`src/rtl/lane_traffic_engine.sv`:
```
// lane_traffic_engine
// Multi-car traffic generator for one road lane. Holds NUM_CARS car positions
// in lane coordinates [0, SPAN) and, once per accepted frame_tick, walks the
// cars one per clock: moves each by 'speed' (wrapping modulo SPAN) and checks
// the moved car against the frog's horizontal span. The OR of all per-car hits
// is published on 'hit' when the pass finishes.
//
// state     | meaning
// ----------+-----------------------------------------------------------
// ST_IDLE   | waiting for frame_tick && run
// ST_UPDATE | moving / collision-checking car 'idx', one car per cycle
// ST_DONE   | one-cycle end-of-pass; hit and done are valid here
module lane_traffic_engine #(
    parameter int NUM_CARS     = 4,
    parameter int SCREEN_WIDTH = 640,
    parameter int CAR_WIDTH    = 32,
    parameter int FROG_WIDTH   = 32,
    parameter int SPACING      = 168,
    parameter int DIR          = 0,
    parameter int SPEED_W      = 4,
    parameter int X_W          = 10
) (
    input  logic                    clk,
    input  logic                    reset,
    input  logic                    frame_tick,
    input  logic                    run,
    input  logic                    load,
    input  logic [SPEED_W-1:0]      speed,
    input  logic [X_W-1:0]          frog_x,
    input  logic                    frog_in_lane,
    output logic [NUM_CARS*X_W-1:0] car_x,
    output logic                    busy,
    output logic                    done,
    output logic                    hit,
    output logic                    overrun
);

    localparam int SPAN  = SCREEN_WIDTH + CAR_WIDTH;
    localparam int IDX_W = (NUM_CARS > 1) ? $clog2(NUM_CARS) : 1;

    localparam logic [IDX_W-1:0] LAST_IDX = IDX_W'(NUM_CARS - 1);
    localparam logic [X_W:0]     SPAN_E   = (X_W+1)'(SPAN);
    // A car at x' overlaps the frog when frog_x < x' < frog_x + FROG_WIDTH + CAR_WIDTH,
    // because car lane coordinates are offset by CAR_WIDTH from screen pixels.
    localparam logic [X_W+1:0]   REACH    = (X_W+2)'(FROG_WIDTH + CAR_WIDTH);

    typedef enum logic [1:0] {
        ST_IDLE   = 2'd0,
        ST_UPDATE = 2'd1,
        ST_DONE   = 2'd2
    } state_t;

    state_t             state;
    state_t             next_state;
    logic [IDX_W-1:0]   idx;
    logic [X_W-1:0]     pos [NUM_CARS];
    logic [X_W-1:0]     cur_x;
    logic [X_W-1:0]     new_x;
    logic [X_W:0]       cur_e;
    logic [X_W:0]       spd_e;
    logic [X_W:0]       sum_e;
    logic [X_W+1:0]     frog_e;
    logic [X_W+1:0]     new_e;
    logic               hit_acc;
    logic               hit_now;
    logic               last_car;

    // Select the position of the car currently being processed.
    always_comb begin
        cur_x = '0;
        for (int i = 0; i < NUM_CARS; i++) begin
            if (idx == IDX_W'(i)) begin
                cur_x = pos[i];
            end
        end
    end

    // Move the selected car by 'speed', wrapping exactly modulo SPAN.
    always_comb begin
        cur_e = {1'b0, cur_x};
        spd_e = (X_W+1)'(speed);
        sum_e = cur_e + spd_e;
        new_x = cur_x;
        if (DIR == 0) begin
            if (cur_e >= spd_e) begin
                new_x = X_W'(cur_e - spd_e);
            end else begin
                new_x = X_W'(cur_e + SPAN_E - spd_e);
            end
        end else begin
            if (sum_e >= SPAN_E) begin
                new_x = X_W'(sum_e - SPAN_E);
            end else begin
                new_x = sum_e[X_W-1:0];
            end
        end
    end

    // Collision of the moved car with the frog, in widened arithmetic.
    always_comb begin
        frog_e  = (X_W+2)'(frog_x);
        new_e   = (X_W+2)'(new_x);
        hit_now = frog_in_lane && (frog_e < new_e) && ((frog_e + REACH) > new_e);
    end

    assign last_car = (idx == LAST_IDX);

    // Next-state logic; load forces the FSM home from any state.
    always_comb begin
        next_state = state;
        case (state)
            ST_IDLE: begin
                if (frame_tick && run) begin
                    next_state = ST_UPDATE;
                end
            end
            ST_UPDATE: begin
                if (last_car) begin
                    next_state = ST_DONE;
                end
            end
            ST_DONE: begin
                next_state = ST_IDLE;
            end
            default: begin
                next_state = ST_IDLE;
            end
        endcase
        if (load) begin
            next_state = ST_IDLE;
        end
    end

    // State register plus registered status flags derived from the next state.
    always_ff @(posedge clk or posedge reset) begin
        if (reset) begin
            state <= ST_IDLE;
            busy  <= 1'b0;
            done  <= 1'b0;
        end else begin
            state <= next_state;
            busy  <= (next_state != ST_IDLE);
            done  <= (next_state == ST_DONE);
        end
    end

    // Car positions, pass index, hit accumulation and overrun tracking.
    always_ff @(posedge clk or posedge reset) begin
        if (reset) begin
            for (int i = 0; i < NUM_CARS; i++) begin
                pos[i] <= X_W'(i * SPACING);
            end
            idx     <= '0;
            hit_acc <= 1'b0;
            hit     <= 1'b0;
            overrun <= 1'b0;
        end else if (load) begin
            for (int i = 0; i < NUM_CARS; i++) begin
                pos[i] <= X_W'(i * SPACING);
            end
            idx     <= '0;
            hit_acc <= 1'b0;
            hit     <= 1'b0;
            overrun <= 1'b0;
        end else begin
            case (state)
                ST_IDLE: begin
                    if (frame_tick && run) begin
                        idx     <= '0;
                        hit_acc <= 1'b0;
                    end
                end
                ST_UPDATE: begin
                    for (int i = 0; i < NUM_CARS; i++) begin
                        if (idx == IDX_W'(i)) begin
                            pos[i] <= new_x;
                        end
                    end
                    hit_acc <= hit_acc | hit_now;
                    if (last_car) begin
                        idx <= '0;
                        hit <= hit_acc | hit_now;
                    end else begin
                        idx <= idx + 1'b1;
                    end
                end
                default: begin
                end
            endcase
            if (frame_tick && (state != ST_IDLE)) begin
                overrun <= 1'b1;
            end
        end
    end

    // Flatten the position registers onto the output bus.
    always_comb begin
        car_x = '0;
        for (int i = 0; i < NUM_CARS; i++) begin
            car_x[i*X_W +: X_W] = pos[i];
        end
    end

endmodule
```
`config.mk`:
```
export PLATFORM = sky130hd
export DESIGN_NAME = lane_traffic_engine
export DESIGN_NICKNAME = d
export VERILOG_FILES = /design/src/rtl/lane_traffic_engine.sv
export SDC_FILE = /design/constraint.sdc
export NUM_CORES = 1
export LEC_CHECK = 0
export BUFFER_PORTS_ARGS = -buffer_cell sky130_fd_sc_hd__buf_4
export CORE_MARGIN = 4
export CORE_UTILIZATION = 53
export CTS_BUF_LIST = sky130_fd_sc_hd__clkbuf_8
export DETAILED_ROUTE_END_ITERATION = 16
export GPL_TIMING_DRIVEN = 0
export PLACE_DENSITY = 0.9
export SLEW_MARGIN = 10
export SYNTH_ARGS = -nofsm -noshare
export SYNTH_HDL_FRONTEND = slang
export SYNTH_SLANG_ARGS = --single-unit
export TNS_END_PERCENT = 30
```
`constraint.sdc`:
```
create_clock -name clk -period 4.6 [get_ports clk]
set_input_delay 0.92 -clock clk [delete_from_list [all_inputs] [get_ports clk]]
set_output_delay 0.92 -clock clk [all_outputs]
set_load 0.02 [all_outputs]
```
### Word-level counts from Yosys, hierarchy flattened

Index checks and enable logic that the tools add are counted.

* $add $sub $neg: 5
* magnitude comparators: 3
* equality and inequality tests: 6
* mux-type cells: 27
* bitwise logic cells: 1
* reduce and logical (&&, ||, !) cells: 20

Operator list (number)
* 10-bit two-way mux: 9
* 40-bit two-way mux: 2
* 10-bit by 4-bit subtractor with 10-bit output: 2
* 2-bit nonzero test: 8
* 2-bit two-way mux: 6
* 10-bit by 7-bit adder with 11-bit output (second input constant): 1
* 11-bit by 10-bit greater-than comparator with 1-bit output: 1
* 10-bit adder (second input constant): 1
* 10-bit by 4-bit >= comparator with 1-bit output: 1
* 10-bit less-than comparator: 1
* 2-bit AND reduction: 5
* 2-bit case mux with 2 select lines: 2
* 1-bit two-way mux: 7
* 2-bit equality test (second input constant): 3
* 2-bit by 1-bit equality test with 1-bit output (second input constant): 2
* 1-bit logical AND: 4
* 2-bit logical NOT: 2
* 3-bit inequality test (second input constant): 1
* 3-bit nonzero test: 1
* 2-bit by 1-bit adder with 2-bit output (second input constant): 1
* 1-bit case mux with 2 select lines: 1
* 1-bit bitwise OR: 1

* register bits after elaboration: 49
* input bits: 20
* logic and storage cells: 73

### Longest topological paths before layout

* depth in word-level cells: 15
* mapped depth: 25
* depth with buffers taken out: 24

### Worst setup path after synthesis

No wires, ideal clock.

* kind: flip-flop to flip-flop
* from: register idx[1]
* to: register hit
* data arrival time: 4802 ps
* path slack: -285 ps
* stages on the path, launching flop included: 26
* path buffers: 2
* period minus slack after synthesis: 4885 ps
* cells stage by stage: dfrtp_1 -> inv_1 -> ha_1 -> buf_6 -> clkbuf_1 -> nand3b_1 -> a21oi_1 -> a21oi_1 -> nor2_1 -> a21o_1 -> ha_1 -> ha_1 -> fa_1 -> nor2b_1 -> o311a_1 -> o31a_1 -> o21ai_2 -> o2111ai_2 -> and2_1 -> ha_1 -> nand4_1 -> a31o_2 -> nor3_1 -> nor4bb_1 -> o211ai_1 -> o21ai_0

* word-level cells in the longest chain between the ends: 15

Ends and longest elaborated chain
* start: declaration: RTL line 55 `logic [IDX_W-1:0] idx;`
* start signal: assignment: RTL line 184 `idx <= idx + 1'b1;`
* 2-bit logical NOT: RTL line 72 `if (idx == IDX_W'(i)) begin`
* 10-bit two-way mux (4 in a row): RTL line 72
* 10-bit adder: RTL line 88 `new_x = X_W'(cur_e + SPAN_E - spd_e);`
* 10-bit by 4-bit subtractor with 10-bit output: RTL line 88
* 10-bit two-way mux: RTL line 85 `if (cur_e >= spd_e) begin`
* 10-bit less-than comparator: RTL line 103 `hit_now = frog_in_lane && (frog_e < new_e) && ((frog_e + REACH) > new_e);`
* 1-bit logical AND (2 in a row): RTL line 103
* 1-bit bitwise OR: RTL line 182 `hit <= hit_acc | hit_now;`
* 1-bit two-way mux: RTL line 180 `if (last_car) begin`
* 1-bit two-way mux: RTL line 166 `case (state)`
* 1-bit two-way mux: RTL line 157 `end else if (load) begin`
* end signal: assignment: RTL line 182
* end: declaration: RTL line 34 `output logic hit,`

Parallel ways exist; a longest one is shown, timed or not. The select of a mux whose other input is x is not followed.
A chain may end at the register's enable or synchronous reset.

### Worst setup path after layout

Ends and elaborated chain as after synthesis.

==> impl_metrics.py <==
metrics = {
    "routing": {
        "dr_wl_met3_mm": 1.11,
        "vias": 3681,
        "drtAntennaViolNets": 0,
        "wl_met1_mm": 4.20,
        "top_layer_used": "met4",
        "route.met2.wl_mm": 5.43,
        "route.detailed.wl_per_inst_um": 20.1,
        "drc_errors": 0,
        "firstDrtPassIters": 7,
        "viasPerCell": 6.52,
        "drt-initial-drc-count": 374,
        "routed_wl_mm": 11.4,
    },
    "worst_hold_path": {
        "hp-class": "reg2reg",
    },
    "cts": {
        "htreeDepth": 2,
        "numCtsBuffers": 5,
        "ctsHoldBuffers": 0,
        "clkLatencyLatePin_ps": 310,
        "cts_tree": "yes",
        "clk_path_buf_depth": 2,
        "cts_root_buffer": "clkbuf_8",
        "clk_pin_slew_worst_paths_ps": 90,
        "clock-sinks": 49,
    },
    "sta": {
        "post-route-period-util": 1.05,
        "finalSetupTns_ps": -477,
        "worst_pin_slew_ps": 625,
        "drv_slew": 0,
        "setup_slack_ps": -244,
        "fmax_mhz": 206,
        "fin_skew_ps": 8.39,
        "setup_viol": 2,
        "fin_crit_ps": 4840,
        "hold_viol": 0,
        "slew_headroom": 0.582,
        "rsz0062_at_grt": "yes",
    },
    "placed_design": {
        "pre_cts_ws_ps": -699,
        "dp_hpwl_mm": 8.04,
        "gp_congestion": 0.972,
        "io_buffers": 62,
        "dpl-instance-area_um2": 4210,
    },
    "synthesis": {
        "ys_warn_count": 0,
        "async_flop_share": 1.00,
        "synth-edff-count": 0,
        "syn-instance-count": 402,
        "syn_avg_cell_area_um2": 8.91,
        "synth_nets": 464,
        "synth_area_um2": 3580,
        "synthTopCellsByArea": "dfrtp_1, ha_1, dfstp_2",
        "synth_seq_area_share": 0.346,
        "ys.flop_type": "dfrtp_1",
        "netlist.area_leader.share": 0.258,
        "synth-seq-cells": 49,
        "yosysTopAreaCell": "dfrtp_1",
        "synth_cell_types": 62,
    },
    "floorplan": {
        "start_util": 0.555,
        "core_area_um2": 6460,
        "rows": 29,
        "io-pin-count": 64,
        "die_h_um": 90.2,
        "dieWidth_um": 90.2,
        "dieArea_um2": 8140,
    },
    "power": {
        "ir_drop_uv": 216,
        "power_density_nw_per_um2": 351,
        "power_leakage_nw": 2.08,
        "finalPower_mw": 1.63,
    },
    "layout": {
        "drive_gt1_frac": 0.299,
        "finish.utilization": 0.718,
        "area_growth_pct": 29.4,
        "diodes": 0,
        "fill_cells": 480,
        "final_cell_area_um2": 4640,
        "nNetsFinal": 549,
    },
    "global_routing": {
        "grt_pass1_vias": 3562,
        "grt_usage": 0.267,
        "grt-ovfl-total": 0,
        "grt_pass1_wl_mm": 17.6,
        "grt_max_degree": 35,
        "grt_antenna_before_repair": 0,
    },
    "critical_path": {
        "critPathCaptureType": "flop",
        "path_max_fanout": 8,
        "worst_ep_required_time_ps": 4840,
        "cp_data_arrival_time_ps": 5080,
        "cp-start-kind": "flop",
        "crit_type": "reg2reg",
    },
    "run_status": {
        "status": "complete, but fails checks",
        "violations": "setup timing",
    },
    "run": {
        "cap_violations": 0,
    },
}
## metal layers
| metal | vias up | global-route usage |
|---|---|---|
| li1 | 1616 | - |
| met1 | 1732 | 0.315 |
| met2 | 251 | 0.446 |
| met3 | 82 | 0.0693 |
| met4 | 0 | 0.144 |
| met5 | - | 0 |
## metrics by stage
step	hold WS, ps	cells
6_report	514	565
5_1_grt	530	565
4_1_cts	512	562
3_5_place_dp	500	542
3_3_place_gp	475	541
2_1_floorplan	455	402
## power by group
| part | internal [mW] | switching [mW] | total (mW) |
|---|---|---|---|
| registers | 0.446 | 0.0152 | 0.462 |
| clock network | 0.106 | 0.145 | 0.251 |
| logic | 0.387 | 0.529 | 0.916 |
## sequential cells by signal (all words and copies together), names as in the netlist
signal / cells
car_x: 40
hit: 1
busy: 1
done: 1
idx: 2
overrun: 1
hit_acc: 1
state: 2
## final timing paths
kind | from | endpoint | slack [ps] | depth (start not counted)
max | idx[1] | hit | -240 | 25
min | state[1] | state[0] | 510 | 1
max reg2reg | idx[1] | hit | -240 | 25
min reg2reg | state[1] | state[0] | 510 | 1
max in group asynchronous | reset | car_x[17] | 3470 | 3
min in group asynchronous | reset | overrun | 570 | 2
## layout by cell type, fill, tap and decap left out, types with 3 or more instances in the layout
cell type,netlist,layout
inv_1,26,25
ha_1,38,30
o21ai_2,2,3
or3_1,3,3
inv_2,1,3
clkbuf_8,0,6
xnor2_1,5,4
buf_4,1,77
a21oi_1,29,27
nand4_1,6,6
o21ai_1,3,6
ha_4,0,7
o21ai_0,26,22
nand2_1,33,33
dfrtp_1,37,36
o21a_1,4,4
buf_6,2,4
clkbuf_1,14,10
or2_2,3,3
nand3_1,10,10
nor2b_1,10,9
a31oi_1,4,3
a311oi_1,6,6
nand3b_1,6,6
dfstp_2,12,12
nor3_1,7,5
a211oi_1,14,14
and2_1,5,4
nor2_1,37,37
o211ai_1,7,7
## area by class of cell
| class | instances | area (µm²) | area share |
|---|---|---|---|
| flip-flops and latches | 49 | 1240 | 0.268 |
| clock buffers | 5 | 68.8 | 0.0148 |
| plain buffers | 18 | 134 | 0.0289 |
| inverters | 27 | 101 | 0.0219 |
| multi-input cells | 308 | 2380 | 0.513 |
| well taps | 77 | 96.3 | 0.0208 |
| clock inverters | 3 | 17.5 | 0.00378 |
| repair buffers | 78 | 598 | 0.129 |
## synth_stat cells (all sizes together) (3+ instances only)
library cell	n
nor2b	10
o21a	4
or3	3
buf	4
nor3	7
ha	38
o211ai	7
dfstp	12
dfrtp	37
nand4	6
a311oi	6
inv	27
a22oi	3
o21ai	31
mux2i	3
nor2	37
nand2	33
a211oi	16
nand3	10
fa	4
a31oi	4
and2	7
a21oi	29
clkbuf	14
or2	3
xnor2	5
nand3b	7
## critical path, cell delays in order (launching register included)
cell and delay (ps):
dfrtp_1 400, inv_2 80, ha_4 160, buf_6 110, clkbuf_16 150, nand3b_1 180
a21oi_2 170, a21oi_1 50, nor2_1 80, a21o_1 160, ha_4 230, ha_4 160
fa_2 350, nor2b_4 140, o311a_4 330, o31a_1 390, buf_4 170, o2111ai_4 220
and2_4 200, ha_4 190, nand4_1 80, a31o_2 150, nor3_4 50, nor4bb_4 300
o211ai_1 130, o21ai_1 140
## cells by family (layout without fill, tap and decap cells)
family / count (synthesis) / count (layout) / synth area share
flip-flops: 49 / 49 / 0.346
AO/OA/AOI/OAI: 124 / 124 / 0.234
adder cells (fa/ha/maj): 42 / 42 / 0.155
AND/OR/NAND/NOR: 131 / 131 / 0.183
XOR/XNOR: 7 / 7 / 0.0171
buffers and inverters: 45 / 131 / 0.0527
multiplexers: 4 / 4 / 0.0115
## timing repair
item	CTS	global route
setup buffers	12	3
gates resized for setup	31	7
endpoints found under the setup margin	2	2
pin swaps	21	14
(Power assumes the default switching activity.)
